--- src/rtl/sig_meas_pkg.sv ---
// Shared definitions for the signal measurement blocks of the demod chain:
// default counter width, default loss-of-signal timeout and the counter type.
package sig_meas_pkg;

    localparam int CNT_W_DEF = 16;
    localparam logic [CNT_W_DEF-1:0] TIMEOUT_DEF = 16'd50000;

    typedef logic [CNT_W_DEF-1:0] cnt_t;

endpackage : sig_meas_pkg

--- src/rtl/sig_sync_edge.sv ---
// Two-flop synchronizer for an asynchronous slow input, followed by a
// previous-value register so that single-cycle rise/fall strobes can be
// derived in the clk domain. Reusable by any block that watches a slow pin.
module sig_sync_edge (
    input  logic clk,
    input  logic rst,
    input  logic async_in,
    output logic level,
    output logic rise,
    output logic fall
);

    logic s1_q, s1_d;
    logic s2_q, s2_d;
    logic s3_q, s3_d;

    // Next-state of the synchronizer chain: each stage copies its predecessor.
    always_comb begin
        s1_d = async_in;
        s2_d = s1_q;
        s3_d = s2_q;
    end

    // Synchronizer and previous-value flops with synchronous reset.
    always_ff @(posedge clk) begin
        if (rst) begin
            s1_q <= 1'b0;
            s2_q <= 1'b0;
            s3_q <= 1'b0;
        end else begin
            s1_q <= s1_d;
            s2_q <= s2_d;
            s3_q <= s3_d;
        end
    end

    assign level = s2_q;
    assign rise  = s2_q & ~s3_q;
    assign fall  = ~s2_q & s3_q;

endmodule : sig_sync_edge

--- src/rtl/sig_period_meter.sv ---
// Period meter for a slow square wave (divider output or demodulated bit
// clock). Reports the rise-to-rise period in clk cycles, pulses meas_valid on
// every valid measurement and raises los when no rise arrives within TIMEOUT.
// Optional feature macro: DUTY_MEAS_EN -- when defined the rise-to-fall time
// is also measured and published on high_time; otherwise high_time stays 0.
module sig_period_meter
    import sig_meas_pkg::*;
#(
    parameter int               CNT_W   = CNT_W_DEF,
    parameter logic [CNT_W-1:0] TIMEOUT = CNT_W'(TIMEOUT_DEF)
) (
    input  logic             clk,
    input  logic             rst,
    input  logic             sig_in,
    output logic [CNT_W-1:0] period,
    output logic [CNT_W-1:0] high_time,
    output logic             meas_valid,
    output logic             los
);

    localparam logic [CNT_W-1:0] CNT_ONE  = {{(CNT_W-1){1'b0}}, 1'b1};
    localparam logic [CNT_W-1:0] CNT_ZERO = {CNT_W{1'b0}};

    logic             level_s;
    logic             rise_s;
    logic             fall_s;
    logic             at_limit_s;
    logic [CNT_W-1:0] high_sample_s;
    logic             unused_s;

    logic [CNT_W-1:0] cnt_q,        cnt_d;
    logic             armed_q,      armed_d;
    logic             los_q,        los_d;
    logic [CNT_W-1:0] period_q,     period_d;
    logic [CNT_W-1:0] high_time_q,  high_time_d;
    logic             meas_valid_q, meas_valid_d;

    sig_sync_edge u_sync (
        .clk      (clk),
        .rst      (rst),
        .async_in (sig_in),
        .level    (level_s),
        .rise     (rise_s),
        .fall     (fall_s)
    );

`ifdef DUTY_MEAS_EN
    logic [CNT_W-1:0] hi_lat_q,    hi_lat_d;
    logic             fall_seen_q, fall_seen_d;

    // Latch cycles-since-rise on each fall; a new rise starts a fresh high phase.
    always_comb begin
        hi_lat_d    = hi_lat_q;
        fall_seen_d = fall_seen_q;
        if (rise_s) begin
            fall_seen_d = 1'b0;
        end else if (fall_s) begin
            hi_lat_d    = cnt_q;
            fall_seen_d = 1'b1;
        end else begin
            hi_lat_d    = hi_lat_q;
            fall_seen_d = fall_seen_q;
        end
    end

    // High-time latch registers.
    always_ff @(posedge clk) begin
        if (rst) begin
            hi_lat_q    <= CNT_ZERO;
            fall_seen_q <= 1'b0;
        end else begin
            hi_lat_q    <= hi_lat_d;
            fall_seen_q <= fall_seen_d;
        end
    end

    // No fall between two rises means the input stayed high the whole period.
    assign high_sample_s = fall_seen_q ? hi_lat_q : cnt_q;
    assign unused_s      = level_s;
`else
    assign high_sample_s = CNT_ZERO;
    assign unused_s      = level_s ^ fall_s;
`endif

    assign at_limit_s = (cnt_q >= TIMEOUT);

    // Counter, arming, loss-of-signal and measurement publication.
    always_comb begin
        cnt_d        = cnt_q;
        armed_d      = armed_q;
        los_d        = los_q;
        period_d     = period_q;
        high_time_d  = high_time_q;
        meas_valid_d = 1'b0;
        if (rise_s) begin
            // A rise always restarts the count and re-arms; it beats a
            // coincident timeout, but a period equal to TIMEOUT is out of
            // range and is not published.
            cnt_d   = CNT_ONE;
            armed_d = 1'b1;
            los_d   = 1'b0;
            if (armed_q && !los_q && !at_limit_s) begin
                period_d     = cnt_q;
                high_time_d  = high_sample_s;
                meas_valid_d = 1'b1;
            end else begin
                period_d     = period_q;
                high_time_d  = high_time_q;
                meas_valid_d = 1'b0;
            end
        end else if (at_limit_s) begin
            cnt_d   = TIMEOUT;
            armed_d = 1'b0;
            los_d   = 1'b1;
        end else begin
            cnt_d = cnt_q + CNT_ONE;
        end
    end

    // Measurement state and registered outputs.
    always_ff @(posedge clk) begin
        if (rst) begin
            cnt_q        <= CNT_ZERO;
            armed_q      <= 1'b0;
            los_q        <= 1'b0;
            period_q     <= CNT_ZERO;
            high_time_q  <= CNT_ZERO;
            meas_valid_q <= 1'b0;
        end else begin
            cnt_q        <= cnt_d;
            armed_q      <= armed_d;
            los_q        <= los_d;
            period_q     <= period_d;
            high_time_q  <= high_time_d;
            meas_valid_q <= meas_valid_d;
        end
    end

    assign period     = period_q;
    assign high_time  = high_time_q;
    assign meas_valid = meas_valid_q;
    assign los        = los_q;

endmodule : sig_period_meter
--- config.mk ---
export PLATFORM = sky130hd
export DESIGN_NAME = sig_period_meter
export DESIGN_NICKNAME = d
export VERILOG_FILES = /design/src/rtl/sig_meas_pkg.sv /design/src/rtl/sig_sync_edge.sv /design/src/rtl/sig_period_meter.sv
export SDC_FILE = /design/constraint.sdc
export NUM_CORES = 1
export LEC_CHECK = 0
export ABC_CLOCK_PERIOD_IN_PS = 1420
export BUFFER_PORTS_ARGS = -buffer_cell sky130_fd_sc_hd__buf_4
export CAP_MARGIN = 40
export CORE_UTILIZATION = 48
export DETAILED_ROUTE_END_ITERATION = 6
export GPL_TIMING_DRIVEN = 1
export PLACE_DENSITY = 0.78
export SYNTH_ARGS = -nofsm -noshare
export SYNTH_HDL_FRONTEND = slang
export SYNTH_SLANG_ARGS = --single-unit
--- constraint.sdc ---
create_clock -name clk -period 1.42 [get_ports clk]
set_input_delay 0.142 -clock clk [delete_from_list [all_inputs] [get_ports clk]]
set_output_delay 0.142 -clock clk [all_outputs]
set_load 0.05 [all_outputs]
==> flow_metrics.tcl, run 1 <==
set metrics [dict create \
    n_fill_cell 294 \
    firstDrtPassIters 4 \
    antenna_cells 0 \
    crit_type "reg2reg" \
    synth-simple-area-share_pct 24.06 \
    synth_top_cell_by_area "dfxtp_1" \
    dieWidth_um 63.06 \
    synth.area.mux_share_pct 0 \
    yosysMostFrequentCell "dfxtp_1" \
    io_pins 37 \
    cts_tree "done" \
    portBuffers 20 \
    final.setup_skew_ns 0.003465 \
    cap_violations 0 \
    place.gp.congestion 0.8806 \
    clk_pin_slew_ns 0.07 \
    critical-path-slowest-cell "dfxtp_1" \
    post_cts_buffers 0 \
    slew_violations 0 \
    synth_seq_cells 38 \
    drive_gt1_share_pct 30.77 \
    dr_total_vias 1478 \
    status "finished, final reports clean" \
    grt_usage_pct 20.18 \
    setup_violations 0 \
    cts_root_buffer "clkbuf_8" \
    dp_hpwl_um 2608 \
    synth.top_cell.area_share_pct 42.52 \
    start_kind "register" \
    cts_buffer_depth 2 \
    netlist_top_cells_count "38 x dfxtp_1, 23 x a21oi_1, 23 x nand3_1" \
    grt_overflow_total 0 \
    power.leakage_nw 0.8311 \
    synth_flop_cell "dfxtp_1" \
    yosysWarnings 0 \
    antenna_found_initial 0 \
    tns_ns 0 \
    yosysSeqAreaShare_pct 42.52 \
    crit_required_ns 1.60 \
    synth_top_family_by_area "simple AND/OR/NAND/NOR gates" \
    fmax_ghz 0.7085 \
    crit_arrival_ns 1.59 \
    synthesis.area_um2 1789 \
    power_density_nw_per_um2 927.9 \
    worstPathCellList "nor4_4 > buf_4 > o21ai_4 > o21ai_0 > a21oi_1" \
    place_inst 272 \
    synthAdderAreaFrac_pct 1.399 \
    worstSkewPairLatency_ns 0.29 \
    synthTopCellsByArea "dfxtp_1 43%, buf_4 7.6%, a21oi_1 6.4%, nand3_1 6.4%, xnor2_1 4.9%" \
    max_stage_delay_ns 0.35 \
    detail_route.wl_per_cell_um 13.58 \
    htree_levels 2 \
    synth-compound-area-share_pct 14.90 \
    cts.sinks 38 \
    syn_to_final_growth_pct 21.96 \
    vias_per_cell 5.279 \
    drt-total-wl_um 3803 \
    rows 21 \
    grt_first_pass_wirelength_um 6134 \
    synth-xor-area-share_pct 5.385 \
    syn_avg_cell_area_um2 8.991 \
    fin_crit_sh_pct 99.39 \
    syn_inst 199 \
    nNetsFinal 238 \
    dieArea_um2 3976 \
    cts_buffers 5 \
    ant_nets 0 \
    yosysUniqueCellTypes 38 \
    synth_async_sr_flop_share_pct 0 \
    synth_edf_count 0 \
    drc_errors 0 \
    min_period_ns 1.411 \
    ir_drop_mv 0.8127 \
    drt_iter0_drc 111 \
    first_global_vias 1283 \
    hold_path.class "in2reg" \
    crit_path_end_kind "register" \
    final_hold_viol_count 0 \
    cp_max_fo 17 \
    grt_start_max_net_pins 27 \
    core-area_um2 3442 \
    die_h_um 63.06 \
    rsz0062_at_grt "true" \
    initial_core_util_pct 51.98 \
    fin_cells 280 \
]
cells by family (layout without fill, tap and decap cells):
group	Yosys count	in the layout
DFF	38	38
and+or+nand+nor	68	68
xor gates and xnor gates	11	11
adders and majority gates	2	2
buffers and inverters	32	52
AOI/OAI and AO/OA	47	47
other	1	16
metal layers:
metal	track usage [%]	up-vias	wire length [um]
met5	0	-	0
met4	6.395	0	91
met3	8.152	11	265
met2	30.38	51	1796
met1	26.10	694	1650
li1	-	722	-
power by group:
| part | switching (W) | internal [W] |
|---|---|---|
| sequential | 0.00000915 | 0.00108 |
| combinational | 0.000145 | 0.0000322 |
| clock | 0.000368 | 0.000391 |
| total | 0.000523 | 0.00150 |
what timing repair did:
| action | in CTS | in global routing |
|---|---|---|
| endpoints found under the setup margin | 25 | 18 |
| pin swaps | 0 | 2 |
| gates resized for setup | 6 | 11 |
| hold buffers | 0 | 0 |
final cells by class:
class	instances	area [um^2]	area share (%)
clock inverter	1	5.005	0.2294
sequential	38	767.0	35.15
multi-input combinational	144	954.7	43.75
timing repair buffer	38	289.0	13.25
inverter	6	22.52	1.032
clock buffer	7	86.33	3.956
tap	46	57.56	2.638
critical path: cells and delay by family, from the launching register on:
family	cells	cell delay [ns]
compound gates	3	0.45
flops	1	0.35
simple gates	1	0.31
buf+inv	1	0.18
stage by stage:
stage / power, W / utilization (%) / hold slack (ns) / area, um^2 / setup WS (ns)
floorplan: 0.001286 / - / 0.2702 / 1849 / 0.003072
global placement: 0.001282 / 58.34 / 0.3631 / 2008 / 0.004487
detailed placement: 0.001282 / 58.34 / 0.3598 / 2008 / -0.08959
CTS: 0.002036 / 61.98 / 0.05246 / 2133 / 0.01430
global route: 0.002107 / 63.40 / 0.06849 / 2182 / -0.06782
finish: 0.002025 / 63.40 / 0.05425 / 2182 / 0.008649
placed cells by master (no fill, tap or decap), types with 3 or more instances in the layout:
cell / n
clkbuf_8: 6
a21oi_1: 22
nand3_1: 21
nor4_2: 3
o21ai_0: 16
nor2b_1: 4
dfxtp_1: 33
buf_4: 37
nor2_1: 13
nor4_4: 3
xnor2_1: 10
dfxtp_2: 5
nor3_1: 3
conb_1: 16
inv_1: 6
nand2_1: 6
sequential cells by signal, indices dropped and copies added (netlist names):
name	count
period	16
cnt_q	16
u_sync.level	1
u_sync.s1_q	1
meas_valid	1
armed_q	1
los	1
u_sync.s3_q	1
path summary, 6_finish.rpt:
kind                                start          end  slack (ns)  depth (start not counted)
worst max-delay path            cnt_q[10]    period[8]       0.009                          5
worst min-delay path               sig_in  u_sync.s1_q        0.05                          2
worst max register to register  cnt_q[10]    period[8]       0.009                          5
worst min register to register        los          los        0.45                          2
Note: power is estimated with default switching activity, not from simulation.
==> inputs of run 2 (changes only) <==
--- a/config.mk
+++ b/config.mk
@@ -5,13 +5,13 @@
 export SDC_FILE = /design/constraint.sdc
 export NUM_CORES = 1
 export LEC_CHECK = 0
-export ABC_CLOCK_PERIOD_IN_PS = 1420
+export ABC_CLOCK_PERIOD_IN_PS = 1550
 export BUFFER_PORTS_ARGS = -buffer_cell sky130_fd_sc_hd__buf_4
-export CAP_MARGIN = 40
-export CORE_UTILIZATION = 48
+export CAP_MARGIN = 10
+export CORE_UTILIZATION = 53
 export DETAILED_ROUTE_END_ITERATION = 6
 export GPL_TIMING_DRIVEN = 1
-export PLACE_DENSITY = 0.78
+export PLACE_DENSITY = 0.89
 export SYNTH_ARGS = -nofsm -noshare
 export SYNTH_HDL_FRONTEND = slang
 export SYNTH_SLANG_ARGS = --single-unit
==> constraint.sdc (replaced) <==
create_clock -name clk -period 1.55 [get_ports clk]
set_input_delay 0.155 -clock clk [delete_from_list [all_inputs] [get_ports clk]]
set_output_delay 0.155 -clock clk [all_outputs]
set_load 0.05 [all_outputs]
==> run 2 against run 1 <==
Final cell count is 4.6% lower. Die area is 9.2% lower. Critical path depth is 1 lower. Fmax is 7.1% lower. First-iteration DRC count is 63% lower. Total power is 0.38% lower. Sequential share of layout area is 1.7 points higher. Sequential power is 9% lower. Clock skew is 0.0091 ns higher. Largest power group unchanged.
==> flow_metrics.tcl, run 2 (same netlist as run 1, synthesis figures left out) <==
set metrics [dict create \
    grt_start_max_net_pins 27 \
    power_density_nw_per_um2 978.2 \
    ant_nets 0 \
    power.leakage_nw 0.7636 \
    antenna_cells 0 \
    drc_errors 0 \
    crit_arrival_ns 1.77 \
    drive_gt1_share_pct 23.32 \
    final_cell_mix "38 x dfxtp_1, 26 x buf_4, 23 x a21oi_1, 22 x nand3_1" \
    syn_to_final_growth_pct 15.24 \
    nNetsFinal 227 \
    cts_buffer_depth 2 \
    final.setup_skew_ns 0.01259 \
    fin_ws_ns 0.03091 \
    start_kind "register" \
    drt_iter0_drc 41 \
    r2r_end "cnt_q[1]" \
    cap_violations 0 \
    switchingPower_w 0.0004569 \
    grt_usage_pct 21.96 \
    worstPathCellList "nand2_1 > or2_4 > and2_2 > and3_1" \
    cts_tree "done" \
    post_cts_buffers 0 \
    min_period_ns 1.519 \
    firstDrtPassIters 4 \
    crit_type "reg2reg" \
    wl_met3_um 187 \
    setup_violations 0 \
    final_core_util_pct 65.92 \
    crit_start "cnt_q[14]" \
    core-area_um2 3128 \
    drt-met1-wl_um 1570 \
    htree_levels 2 \
    portBuffers 20 \
    ir_drop_mv 0.8158 \
    cp_max_fo 7 \
    max_stage_delay_ns 0.48 \
    crit_path_end_kind "register" \
    detail_route.wl_per_cell_um 13.37 \
    vias_per_cell 5.386 \
    first_global_vias 1251 \
    dp_hpwl_um 2433 \
    p_sw_share_pct 22.65 \
    reg2reg_from "cnt_q[14]" \
    p_clk_share_pct 42.9 \
    die_h_um 60.10 \
    tns_ns 0 \
    io_pins 37 \
    crit_end "cnt_q[1]" \
    clk_pin_slew_ns 0.11 \
    intPower_w 0.001560 \
    fin_crit_sh_pct 98.01 \
    critical-path-slowest-cell "dfxtp_1" \
    final_common_cell "dfxtp_1" \
    hold_path.class "in2reg" \
    power_w 0.002017 \
    top_layer_used "met4" \
    r2r_cells 4 \
    initial_core_util_pct 57.20 \
    hold_slack_ns 0.03049 \
    reg2reg_setup_slack_ns 0.03 \
    wl_met2_um 1733 \
    worstSkewPairLatency_ns 0.35 \
    dieWidth_um 60.10 \
    p_comb_share_pct 7.7 \
    grt_overflow_total 0 \
    crit_required_ns 1.80 \
    final_hold_viol_count 0 \
    grt_first_pass_wirelength_um 5789 \
    dr_total_vias 1438 \
    slew_violations 0 \
    antenna_found_initial 0 \
    cts_root_buffer "clkbuf_4" \
    dp_slack_ns 0.07374 \
    drt-total-wl_um 3570 \
    fmax_ghz 0.6583 \
    cts.sinks 38 \
    rows 20 \
    dieArea_um2 3612 \
    p_seq_share_pct 49.3 \
    place.gp.congestion 0.9465 \
    cts_buffers 5 \
    status "finished, final reports clean" \
]
[run 2: changes by cell type in the layout (fill, tap and decap cells not counted), sizes merged]
| cell | change |
|---|---|
| buf | -11 |
| bufinv | +2 |
| clkinv | -1 |
| clkbuf | -1 |
[run 2: power by group through the flow]
stage | Clock (W) | Combinational, W | Sequential [W]
after global placement | 0 | 0.000151 | 0.00102
after CTS | 0.000877 | 0.000154 | 0.000995
final | 0.000866 | 0.000156 | 0.000995
after detailed placement | 0 | 0.000153 | 0.00102
after floorplan | 0 | 0.000159 | 0.00102
after global routing | 0.000925 | 0.000167 | 0.000997
[run 2: worst min path at each step]
stage / from / end / depth (start not counted)
floorplan: sig_in / u_sync.s1_q / 1
global placement: sig_in / u_sync.s1_q / 2
detailed placement: sig_in / u_sync.s1_q / 2
CTS: sig_in / u_sync.s1_q / 2
global route: sig_in / u_sync.s1_q / 2
finish: sig_in / u_sync.s1_q / 2
[run 2: through the flow]
| stage | instances | instance area (um^2) |
|---|---|---|
| floorplan | 214 | 1846 |
| global placement | 259 | 1919 |
| detailed placement | 259 | 1919 |
| CTS | 267 | 2031 |
| global route | 267 | 2062 |
| finish | 267 | 2062 |
[run 2: cell type report]
| type | count | area, um^2 |
|---|---|---|
| multi-input combinational | 144 | 905.9 |
| clock buffer | 6 | 51.30 |
| sequential | 38 | 760.7 |
| tap | 44 | 55.05 |
| timing repair buffer | 27 | 206.4 |
| clock inverter | 2 | 60.06 |
| inverter | 6 | 22.52 |
| fill | 257 | 1066 |
[run 2: metal layers]
| metal | up-vias | global-route usage [%] |
|---|---|---|
| li1 | 702 | - |
| met1 | 667 | 28.27 |
| met2 | 57 | 32.81 |
| met3 | 12 | 5.844 |
| met4 | 0 | 12.62 |
| met5 | - | 0 |
[run 2: repair_timing]
| item | 4_1_cts | 5_1_grt |
|---|---|---|
| resized for setup | 0 | 6 |
| endpoints found under the setup margin | 0 | 15 |
| hold buffers | 0 | 0 |
[run 2: worst max-delay path: cells and delay by family, from the launching register on]
family	cells	cell delay, ns
flip-flops	1	0.48
AND/OR/NAND/NOR	4	0.95
==> inputs of run 3 (changes only) <==
--- a/config.mk
+++ b/config.mk
@@ -11,7 +11,7 @@
 export CORE_UTILIZATION = 53
 export DETAILED_ROUTE_END_ITERATION = 6
 export GPL_TIMING_DRIVEN = 1
-export PLACE_DENSITY = 0.89
+export PLACE_DENSITY = 0.79
 export SYNTH_ARGS = -nofsm -noshare
 export SYNTH_HDL_FRONTEND = slang
 export SYNTH_SLANG_ARGS = --single-unit
==> run 3 against run 2 <==
Final area decreased by 3.5%. Register-to-register slack improved by 0.04 ns. Fmax increased by 2.7%. Critical path depth increased by 1. Die area unchanged. Sequential power about the same. Utilization decreased by 2.3 points. Highest routed layer unchanged.
==> flow_metrics.tcl, run 3 (same netlist as run 1, synthesis figures left out) <==
set metrics [dict create \
    status "finished, final reports clean" \
    hold_buffers 0 \
    grt_start_max_net_pins 27 \
    first_global_vias 1328 \
    worstHoldStart "sig_in" \
    r2r_end "period[4]" \
    hold_slack_ns 0.03372 \
    cts_root_buffer "clkbuf_4" \
    fin_ws_ns 0.07059 \
    hold_path.class "in2reg" \
    min_period_ns 1.479 \
    r2r_cells 5 \
    min_to "u_sync.s1_q" \
    vias_per_cell 5.323 \
    crit_required_ns 1.83 \
    ant_nets 0 \
    final_core_util_pct 63.64 \
    crit_path_end_kind "register" \
    core-area_um2 3128 \
    cap_violations 0 \
    p_seq_share_pct 59.5 \
    io_pins 37 \
    initial_core_util_pct 57.20 \
    grt_first_pass_wirelength_um 5733 \
    post_cts_buffers 0 \
    fin_crit_sh_pct 95.45 \
    die_h_um 60.10 \
    p_clk_share_pct 31.3 \
    worstHoldPathCells 2 \
    dieArea_um2 3612 \
    path_buf_inv 1 \
    grt_usage_pct 21.60 \
    critical-path-slowest-cell "dfxtp_1" \
    power.leakage_nw 0.7151 \
    dp_hpwl_um 2546 \
    final_area_um2 1991 \
    cp_max_fo 16 \
    setup_violations 0 \
    worstSkewPairLatency_ns 0.34 \
    cts_buffer_depth 2 \
    p_comb_share_pct 9.2 \
    power_density_nw_per_um2 840.9 \
    final_cell_mix "38 x dfxtp_1, 25 x buf_4, 23 x a21oi_1, 22 x nand3_1" \
    crit_type "reg2reg" \
    dp_slack_ns 0.03748 \
    reg2reg_setup_slack_ns 0.07 \
    worstPathCellList "o21a_1 > o21ai_2 > buf_6 > nand3_1 > a21oi_1" \
    antenna_found_initial 0 \
    drive_gt1_share_pct 22.97 \
    htree_levels 2 \
    fmax_ghz 0.6759 \
    nNetsFinal 226 \
    cts_buffers 5 \
    start_kind "register" \
    drt_iter0_drc 44 \
    crit_arrival_ns 1.76 \
    antenna_cells 0 \
    cts.sinks 38 \
    intPower_w 0.001232 \
    portBuffers 20 \
    drt-total-wl_um 3546 \
    crit_family "compound AO/OA/AOI/OAI gates" \
    drc_errors 0 \
    clk_pin_slew_ns 0.11 \
    max_stage_delay_ns 0.41 \
    final_hold_viol_count 0 \
    final.setup_skew_ns 0.005389 \
    firstDrtPassIters 4 \
    place.gp.congestion 0.9657 \
    detail_route.wl_per_cell_um 13.33 \
    dieWidth_um 60.10 \
    power_w 0.001674 \
    slew_violations 0 \
    switchingPower_w 0.0004416 \
    p_sw_share_pct 26.38 \
    rows 20 \
    syn_to_final_growth_pct 11.26 \
    ir_drop_mv 0.6711 \
    grt_overflow_total 0 \
    dr_total_vias 1416 \
    final_common_cell "dfxtp_1" \
    reg2reg_from "cnt_q[5]" \
    placed_area_um2 1912 \
    cts_tree "done" \
]
[run 3: final cells by class]
type | instances | area, um^2
Tap cell | 44 | 55.05
Clock buffer | 7 | 55.05
Fill cell | 275 | 1137
Inverter | 6 | 22.52
Multi-Input combinational cell | 144 | 893.4
Clock inverter | 1 | 5.005
Sequential cell | 38 | 760.7
Timing Repair Buffer | 26 | 198.9
[run 3: per-stage QoR]
stage	setup TNS, ns	cells
after CTS	0	266
final	0	266
after detailed placement	0	258
after global routing	-0.0008021	266
after floorplan	0	214
after global placement	0	258
[run 3: worst max-delay path by stage]
stage / from / to / slack (ns) / depth (start not counted)
4_1_cts: cnt_q[11] / cnt_q[11] / 0.01 / 4
2_1_floorplan: los / period[12] / 0.03 / 5
6_report: cnt_q[5] / period[4] / 0.07 / 5
5_1_grt: cnt_q[0] / cnt_q[14] / -0.0008 / 5
3_3_place_gp: cnt_q[11] / cnt_q[5] / 0.07 / 4
3_5_place_dp: cnt_q[11] / cnt_q[11] / 0.04 / 4
[run 3: routing by layer]
metal	vias to the layer above	GRT usage (%)	part of all wire (%)
met2	36	33.59	49
met4	0	10.96	1.1
met5	-	0	0
li1	705	-	-
met3	8	6.494	4.4
met1	667	26.75	45
[run 3: what timing repair did]
action	in CTS	in global routing
endpoints found under the setup margin	0	18
hold endpoints to repair	0	0
gates resized for setup	0	5
[run 3: power groups by stage]
stage	logic, W	clock network (W)	registers, W
after floorplan	0.000159	0	0.00102
after global routing	0.000163	0.000580	0.00100
final	0.000154	0.000524	0.000997
after detailed placement	0.000152	0	0.00102
after global placement	0.000150	0	0.00102
after CTS	0.000152	0.000538	0.000997
